[src/rtl/cpu_pkg.sv]
// Shared CPU front-end types and constants for PC generation and branch prediction.
package cpu_pkg;

    localparam int unsigned PC_W   = 32;
    localparam int unsigned PC_INC = 4;
    localparam int unsigned CTR_W  = 2;

    typedef logic [CTR_W-1:0] ctr_t;

    localparam ctr_t CTR_MIN     = 2'b00;
    localparam ctr_t CTR_WEAK_NT = 2'b01;
    localparam ctr_t CTR_WEAK_T  = 2'b10;
    localparam ctr_t CTR_MAX     = 2'b11;

endpackage

[src/rtl/sat_counter2.sv]
// Two-bit saturating direction counter: next value given the resolved direction.
module sat_counter2
    import cpu_pkg::*;
(
    input  ctr_t ctr_i,
    input  logic taken_i,
    output ctr_t ctr_o
);

    always_comb begin
        ctr_o = ctr_i;
        if (taken_i) begin
            if (ctr_i != CTR_MAX) begin
                ctr_o = ctr_i + ctr_t'(1);
            end
        end else if (ctr_i != CTR_MIN) begin
            ctr_o = ctr_i - ctr_t'(1);
        end
    end

endmodule

[src/rtl/next_pc_predictor.sv]
// Next-PC selection with a direct-mapped BTB, trained by resolved branches from EX.
module next_pc_predictor
    import cpu_pkg::*;
#(
    parameter int unsigned ENTRIES = 16
) (
    input  logic            clock,
    input  logic            reset,
    input  logic [PC_W-1:0] pc_cur,
    input  logic            stall,
    input  logic            ex_update,
    input  logic [PC_W-1:0] ex_pc,
    input  logic            ex_taken,
    input  logic [PC_W-1:0] ex_target,
    input  logic            ex_redirect,
    input  logic [PC_W-1:0] ex_redirect_pc,
    output logic [PC_W-1:0] next_pc,
    output logic            pred_taken,
    output logic [PC_W-1:0] pred_target,
    output logic [31:0]     branch_count,
    output logic [31:0]     mispredict_count
);

    localparam int unsigned IDX_W = $clog2(ENTRIES);
    localparam int unsigned TAG_W = PC_W - IDX_W - 2;
    localparam int unsigned CNT_W = 32;

    typedef logic [IDX_W-1:0] idx_t;
    typedef logic [TAG_W-1:0] tag_t;

    logic [ENTRIES-1:0] valid_q;
    tag_t               tag_q    [ENTRIES];
    logic [PC_W-1:0]    target_q [ENTRIES];
    ctr_t               ctr_q    [ENTRIES];

    logic [CNT_W-1:0] branch_count_q, branch_count_d;
    logic [CNT_W-1:0] mispredict_count_q, mispredict_count_d;

    // Lookup side, purely from pc_cur and the pre-update table.
    idx_t            lk_idx;
    tag_t            lk_tag;
    logic            lk_hit;
    logic [PC_W-1:0] pc_plus4;

    assign lk_idx      = pc_cur[IDX_W+1:2];
    assign lk_tag      = pc_cur[PC_W-1:IDX_W+2];
    assign lk_hit      = valid_q[lk_idx] && (tag_q[lk_idx] == lk_tag);
    assign pc_plus4    = pc_cur + PC_W'(PC_INC);
    assign pred_taken  = lk_hit && ctr_q[lk_idx][1];
    assign pred_target = lk_hit ? target_q[lk_idx] : pc_plus4;

    // A redirect from EX beats a hazard stall, which beats the prediction.
    always_comb begin
        next_pc = pc_plus4;
        if (ex_redirect) begin
            next_pc = ex_redirect_pc;
        end else if (stall) begin
            next_pc = pc_cur;
        end else if (pred_taken) begin
            next_pc = pred_target;
        end
    end

    // Training side, indexed by the resolved branch's PC.
    idx_t up_idx;
    tag_t up_tag;
    logic up_hit;
    logic up_train;
    logic up_alloc;
    logic up_wr_target;
    ctr_t up_ctr_next;

    logic [1:0] unused_ex_pc_lsbs;
    assign unused_ex_pc_lsbs = ex_pc[1:0];

    assign up_idx       = ex_pc[IDX_W+1:2];
    assign up_tag       = ex_pc[PC_W-1:IDX_W+2];
    assign up_hit       = valid_q[up_idx] && (tag_q[up_idx] == up_tag);
    assign up_train     = ex_update && up_hit;
    assign up_alloc     = ex_update && !up_hit && ex_taken;
    assign up_wr_target = up_alloc || (up_train && ex_taken);

    sat_counter2 u_sat_counter2 (
        .ctr_i   (ctr_q[up_idx]),
        .taken_i (ex_taken),
        .ctr_o   (up_ctr_next)
    );

    always_comb begin
        branch_count_d     = branch_count_q;
        mispredict_count_d = mispredict_count_q;
        if (ex_update) begin
            branch_count_d = branch_count_q + CNT_W'(1);
        end
        if (ex_redirect) begin
            mispredict_count_d = mispredict_count_q + CNT_W'(1);
        end
    end

    // Valid bits, direction counters and perf counters need a defined reset state.
    always_ff @(posedge clock or posedge reset) begin
        if (reset) begin
            valid_q            <= '0;
            branch_count_q     <= '0;
            mispredict_count_q <= '0;
            for (int i = 0; i < int'(ENTRIES); i++) begin
                ctr_q[i] <= CTR_WEAK_NT;
            end
        end else begin
            branch_count_q     <= branch_count_d;
            mispredict_count_q <= mispredict_count_d;
            if (up_alloc) begin
                valid_q[up_idx] <= 1'b1;
                ctr_q[up_idx]   <= CTR_WEAK_T;
            end else if (up_train) begin
                ctr_q[up_idx]   <= up_ctr_next;
            end
        end
    end

    // Tags and targets are only meaningful behind a valid bit, so they carry no reset.
    always_ff @(posedge clock) begin
        if (!reset && up_wr_target) begin
            target_q[up_idx] <= ex_target;
            if (up_alloc) begin
                tag_q[up_idx] <= up_tag;
            end
        end
    end

    assign branch_count     = branch_count_q;
    assign mispredict_count = mispredict_count_q;

endmodule

[config.mk]
export PLATFORM = sky130hd
export DESIGN_NAME = next_pc_predictor
export DESIGN_NICKNAME = d
export VERILOG_FILES = /design/src/rtl/cpu_pkg.sv /design/src/rtl/sat_counter2.sv /design/src/rtl/next_pc_predictor.sv
export SDC_FILE = /design/constraint.sdc
export NUM_CORES = 1
export LEC_CHECK = 0
export BUFFER_PORTS_ARGS = -buffer_cell sky130_fd_sc_hd__buf_2
export CAP_MARGIN = 20
export CORE_ASPECT_RATIO = 0.8
export CORE_MARGIN = 3
export CORE_UTILIZATION = 55
export CTS_CLUSTER_DIAMETER = 80
export DETAILED_ROUTE_END_ITERATION = 10
export HOLD_SLACK_MARGIN = 0.1
export PLACE_DENSITY = 0.76
export SYNTH_ARGS = -nofsm -noshare
export SYNTH_HDL_FRONTEND = slang
export SYNTH_HIERARCHICAL = 1
export SYNTH_SLANG_ARGS = --single-unit
export TNS_END_PERCENT = 10
[constraint.sdc]
create_clock -name clock -period 3.98 [get_ports clock]
set_input_delay 0.398 -clock clock [delete_from_list [all_inputs] [get_ports clock]]
set_output_delay 0.398 -clock clock [all_outputs]
set_load 0.01 [all_outputs]
======== Word level (Yosys, flattened, before mapping) ========
Memory sizes are Yosys's and may differ from the RTL's.
Index checks and enable logic that the tools add are counted.
operators by class
  add/sub/neg operators ................... 5
  $lt $le $gt $ge ......................... 6
  equality and inequality tests ........... 3
  mux-type cells .......................... 29
  bitwise operators ....................... 6
  reduce and logical (&&, ||, !) cells .... 15
operator list
  kind                                                               count
  two-way mux 32 bit                                                 6
  adder 32 x 1 -> 32 bit, second input constant                      2
  == test 26 bit                                                     2
  adder 32 x 3 -> 32 bit, second input constant                      1
  bitwise mux 32 bit                                                 1
  OR 16 bit                                                          2
  AND 16 bit                                                         1
  binary-select mux 2 bit (select 4 bit)                             2
  two-way mux 2 bit                                                  8
  NOT 16 bit                                                         1
  greater-or-equal comparator 5 bit, second input constant           2
  logical AND 1 bit                                                  10
  < comparator 4 x 5 -> 1 bit, second input constant                 2
  NOT 4 -> 5 bit                                                     2
  binary-select mux 1 bit (select 4 bit)                             2
  demux 2 bit (select 4 bit)                                         1
  two-way mux 1 bit                                                  8
  < comparator 5 x 1 -> 1 bit, second input constant                 1
  demux 1 bit (select 4 bit)                                         1
  greater-or-equal comparator 4 x 1 -> 1 bit, second input constant  1
  nonzero test 2 bit                                                 2
  adder 2 x 1 -> 2 bit, second input constant                        1
  logical NOT 1 bit                                                  2
  inequality test 2 bit, second input constant                       1
  other kinds (2)                                                    2
storage, ports and cells
  register bits ........................... 112
  bits in writable memories ............... 928
  input bits .............................. 134
  word-level logic and storage cells ...... 85
  memories kept ........................... 2
memories
  memory    words  width  read ports  clocked after memory_dff  wr ports  RTL line                 source
  target_q  16     32     1           0                         1         next_pc_predictor.sv:33  logic [PC_W-1:0] target_q [ENTRIES];
  tag_q     16     26     2           0                         1         next_pc_predictor.sv:32  tag_t tag_q [ENTRIES];

======== Logic depth before layout (Yosys ltp) ========
  word-level depth ........................ 10
  mapped depth ............................ 17
  mapped depth without buffers ............ 10

======== Modules after synthesis ========
Netlist, hierarchy kept.
by module, submodules not included
  module             times used  cells each  area each (µm²)
  next_pc_predictor  1           2695        47381.7
  sat_counter2       1           3           26.3

======== Least setup slack after synthesis ========
Ideal clock, no wire load.
  kind .................................... input to register
  from .................................... input reset
  to ...................................... memory tag_q[11][0] in the netlist's numbering (enable)
  setup time .............................. 0.409 ns
  arrival time ............................ 5.266 ns
  data required time ...................... 3.571 ns
  slack ................................... -1.694 ns
  stages on the path ...................... 6
  path through ............................ inv_1 -> nand3_1 -> or2_2 -> clkbuf_1 -> clkbuf_1 -> nor2_1
on the way
  longest elaborated chain between the ends .. 4
RTL lines
  item                                     RTL line                  source
  start: declaration                       next_pc_predictor.sv:8    input logic reset,
  logical NOT 1 bit                        next_pc_predictor.sv:123  if (!reset && up_wr_target) begin
  logical AND 1 bit                        next_pc_predictor.sv:123
  two-way mux 1 bit                        next_pc_predictor.sv:123
  two-way mux 1 bit (not written as such)  next_pc_predictor.sv:126  tag_q[up_idx] <= up_tag;
  end: declaration                         next_pc_predictor.sv:32
Every way passes these cells.

==> flow_metrics.tcl <==
set metrics [dict create \
    syn_to_final_growth_pct 20.1 \
    grt_pass1_wl_um 218000 \
    hpwlAfterDp_um 103000 \
    critPathCapture "next_pc[15]" \
    setup-tns-final_ns -38.16 \
    drt-initial-drc-count 4180 \
    numCtsBuffers 98 \
    root_buffer "clkbuf_16" \
    powerDensity_nw_per_um2 426 \
    outcome "finished, violations left" \
    fmax_mhz 212 \
    core-area_sq_um 84800 \
    synth-edff-count 928 \
    die_h_um 269 \
    slew_viol_final 0 \
    clk_pin_slew_ns 0.07 \
    synth_common_cells "edfxtp_1, mux4_2, mux2i_1" \
    rows 95 \
    place_congestion 0.997 \
    r2r_end "tag_q[3][20]$_DFFE_PP_" \
    finClkSkew_ns 0.0402 \
    cts_tree "done" \
    period_minus_slack_ns 4.72 \
    required_ns 3.58 \
    reg2reg_depth 12 \
    antenna_found_initial 13 \
    grtUsageTotal 0.340 \
    critical_path_class "register to primary output" \
    setup_viol 65 \
    rsz0062_at_grt "true" \
    slew_headroom 0.341 \
    post_drt_wl_per_cell_um 34.2 \
    cp.arrival_ns 4.32 \
    clockBufferDepth 3 \
    ios 263 \
    fin_crit_sh 1.18 \
    num-fill-cells 5485 \
    regToRegStartpoint "tag_q[11][12]$_DFFE_PP_" \
    clock-sinks 1040 \
    final_antenna_net_count 0 \
    rrSetupSlack_ns 0.08 \
    syn_area_sq_um 47400 \
    setup_ws_ns -0.736 \
    grt_max_degree 81 \
    dieArea_sq_um 89800 \
    ys_async_sr_fraction 0.108 \
    viasPerCell 6.88 \
    min_from "ex_pc[26]" \
    synth_seq_area_share 0.647 \
    vdd_drop_max_mv 0.392 \
    grt_pass1_vias 30428 \
    dp_cells 4235 \
    p_total_mw 24.2 \
    num_vias 30775 \
    yosysUniqueCellTypes 83 \
    port_buffers 260 \
    synth_most_common_cell "edfxtp_1" \
    synth_warnings 6 \
    finalNonFillerCells 4476 \
    drt-pass1-iter-count 5 \
    final_net_count 3413 \
    drive_above_1_share 0.372 \
    die_w_um 334 \
    synthCells 2698 \
    finalHoldViolations 0 \
    hold_path_class "input port to register" \
    syn_nets 2835 \
    yosysTopAreaCellShare 0.588 \
    setup.worst_path.start "tag_q[2][19]$_DFFE_PP_" \
    initial_core_util 0.559 \
    cap_violations 0 \
    worstSetupEndpointType "primary output" \
    grt.overflow.total 0 \
    start_kind "register" \
    cp_max_fo 5 \
    worstSkewPairLatency_ns 0.70 \
    ys_ff_latch 1040 \
    yosysTopAreaCell "edfxtp_1" \
    power_leakage_nw 19.9 \
    htree_levels 3 \
    wl_um 153000 \
    violations "negative setup slack" \
    syn_avg_cell_area_sq_um 17.6 \
    synthFlopType "edfxtp_1" \
    drc 0 \
    max_slew.worst_pin.slew_ns 0.989 \
    synth_area_leaders "edfxtp_1, mux4_2, dfrtp_1, mux2i_1, xnor2_1" \
]
-- sequential cells by signal, indices dropped and copies added (netlist names) --
signal,count
branch_count,32
ctr_q,32
mispredict_count,32
tag_q,416
target_q,512
valid_q,16
-- final cells by class --
type                            instances  area, sq um  share of cell area
Inverter                               39          154             0.00270
Sequential cell                      1040        30700               0.539
Tap cell                             1115         1400              0.0245
Clock buffer                          120         2550              0.0449
Timing Repair Buffer                  654         5380              0.0944
Antenna cell                            6         15.0            0.000264
Clock inverter                         59          626              0.0110
Multi-Input combinational cell       1443        16100               0.283
-- per-stage QoR --
| stage | worst slack [ns] | area [sq um] | utilization | hold WS (ns) |
|---|---|---|---|---|
| CTS | -0.719 | 56600 | 0.668 | 0.101 |
| finish | -0.736 | 56900 | 0.672 | 0.136 |
| global route | -0.841 | 56900 | 0.672 | 0.126 |
| floorplan | -0.129 | 47500 | - | 0.455 |
| global placement | -0.658 | 52800 | 0.623 | 0.453 |
| detailed placement | -0.634 | 52800 | 0.623 | 0.477 |
-- worst min-delay path by stage --
stage,slack [ns],end,cells past startpoint
2_1_floorplan,0.45,valid_q[10]$_DFFE_PP0N_,1
3_3_place_gp,0.45,mispredict_count[31]$_DFFE_PP0P_,1
3_5_place_dp,0.48,mispredict_count[31]$_DFFE_PP0P_,1
4_1_cts,0.10,tag_q[0][16]$_DFFE_PP_,1
5_1_grt,0.13,tag_q[15][0]$_DFFE_PP_,1
6_report,0.14,tag_q[12][20]$_DFFE_PP_,1
-- cells in the final DEF (no fill, tap or decap), types with 29 or more instances in the layout --
| cell | instances |
|---|---|
| dlygate4sd3_1 | 47 |
| mux2_2 | 36 |
| nor2_1 | 77 |
| buf_2 | 241 |
| xnor2_1 | 98 |
| nor3_1 | 29 |
| xor2_1 | 30 |
| nand2_1 | 112 |
| inv_1 | 33 |
| edfxtp_1 | 928 |
| mux4_2 | 354 |
| a22oi_1 | 35 |
| o21ai_0 | 69 |
| mux2i_1 | 169 |
| nand4_1 | 30 |
| nand3_1 | 48 |
| dfrtp_1 | 96 |
| nor2_4 | 34 |
| clkbuf_16 | 100 |
| buf_4 | 277 |
| a21oi_1 | 38 |
| buf_12 | 64 |
-- report_power, final --
group	internal, mW	total [mW]	leakage, nW	switching (mW)
Sequential	12.1	12.3	9.73	0.174
Clock	5.08	9.28	1.55	4.20
Combinational	1.19	2.69	8.63	1.50
-- cells by family after synthesis --
kind of cell,after synthesis,synth area share
flops,1040,0.647
mux,573,0.216
simple gates,441,0.0462
compound gates,293,0.0424
buf+inv,215,0.0226
xor+xnor,131,0.0242
fa+ha+maj,5,0.00127
-- per-layer routing --
metal | vias up | share of wire | track usage
li1 | 12166 | - | -
met1 | 15751 | 0.36 | 0.464
met2 | 2448 | 0.44 | 0.503
met3 | 396 | 0.15 | 0.134
met4 | 14 | 0.042 | 0.127
met5 | - | 0.00060 | 0
-- critical path, stage by stage, from the launching register on --
cell and delay, ns:
edfxtp_1 0.41, mux4_2 0.47, mux4_2 0.54, xnor2_2 0.18
o211ai_1 0.23, nor2_1 0.14, or4b_4 0.53, nor2_4 0.24
buf_12 0.18, o41ai_4 0.06, o32a_1 0.46, buf_2 0.19
-- what timing repair did --
action / 4_1_cts / 5_1_grt
hold buffers: 47 / 0
endpoints found under the setup margin: 70 / 226
pin swaps: 11 / 21
cloned: 0 / 2
hold endpoints to repair: 672 / 0
setup buffers: 4 / 7
resized for setup: 33 / 49
Power figures use the tool's default switching activity.
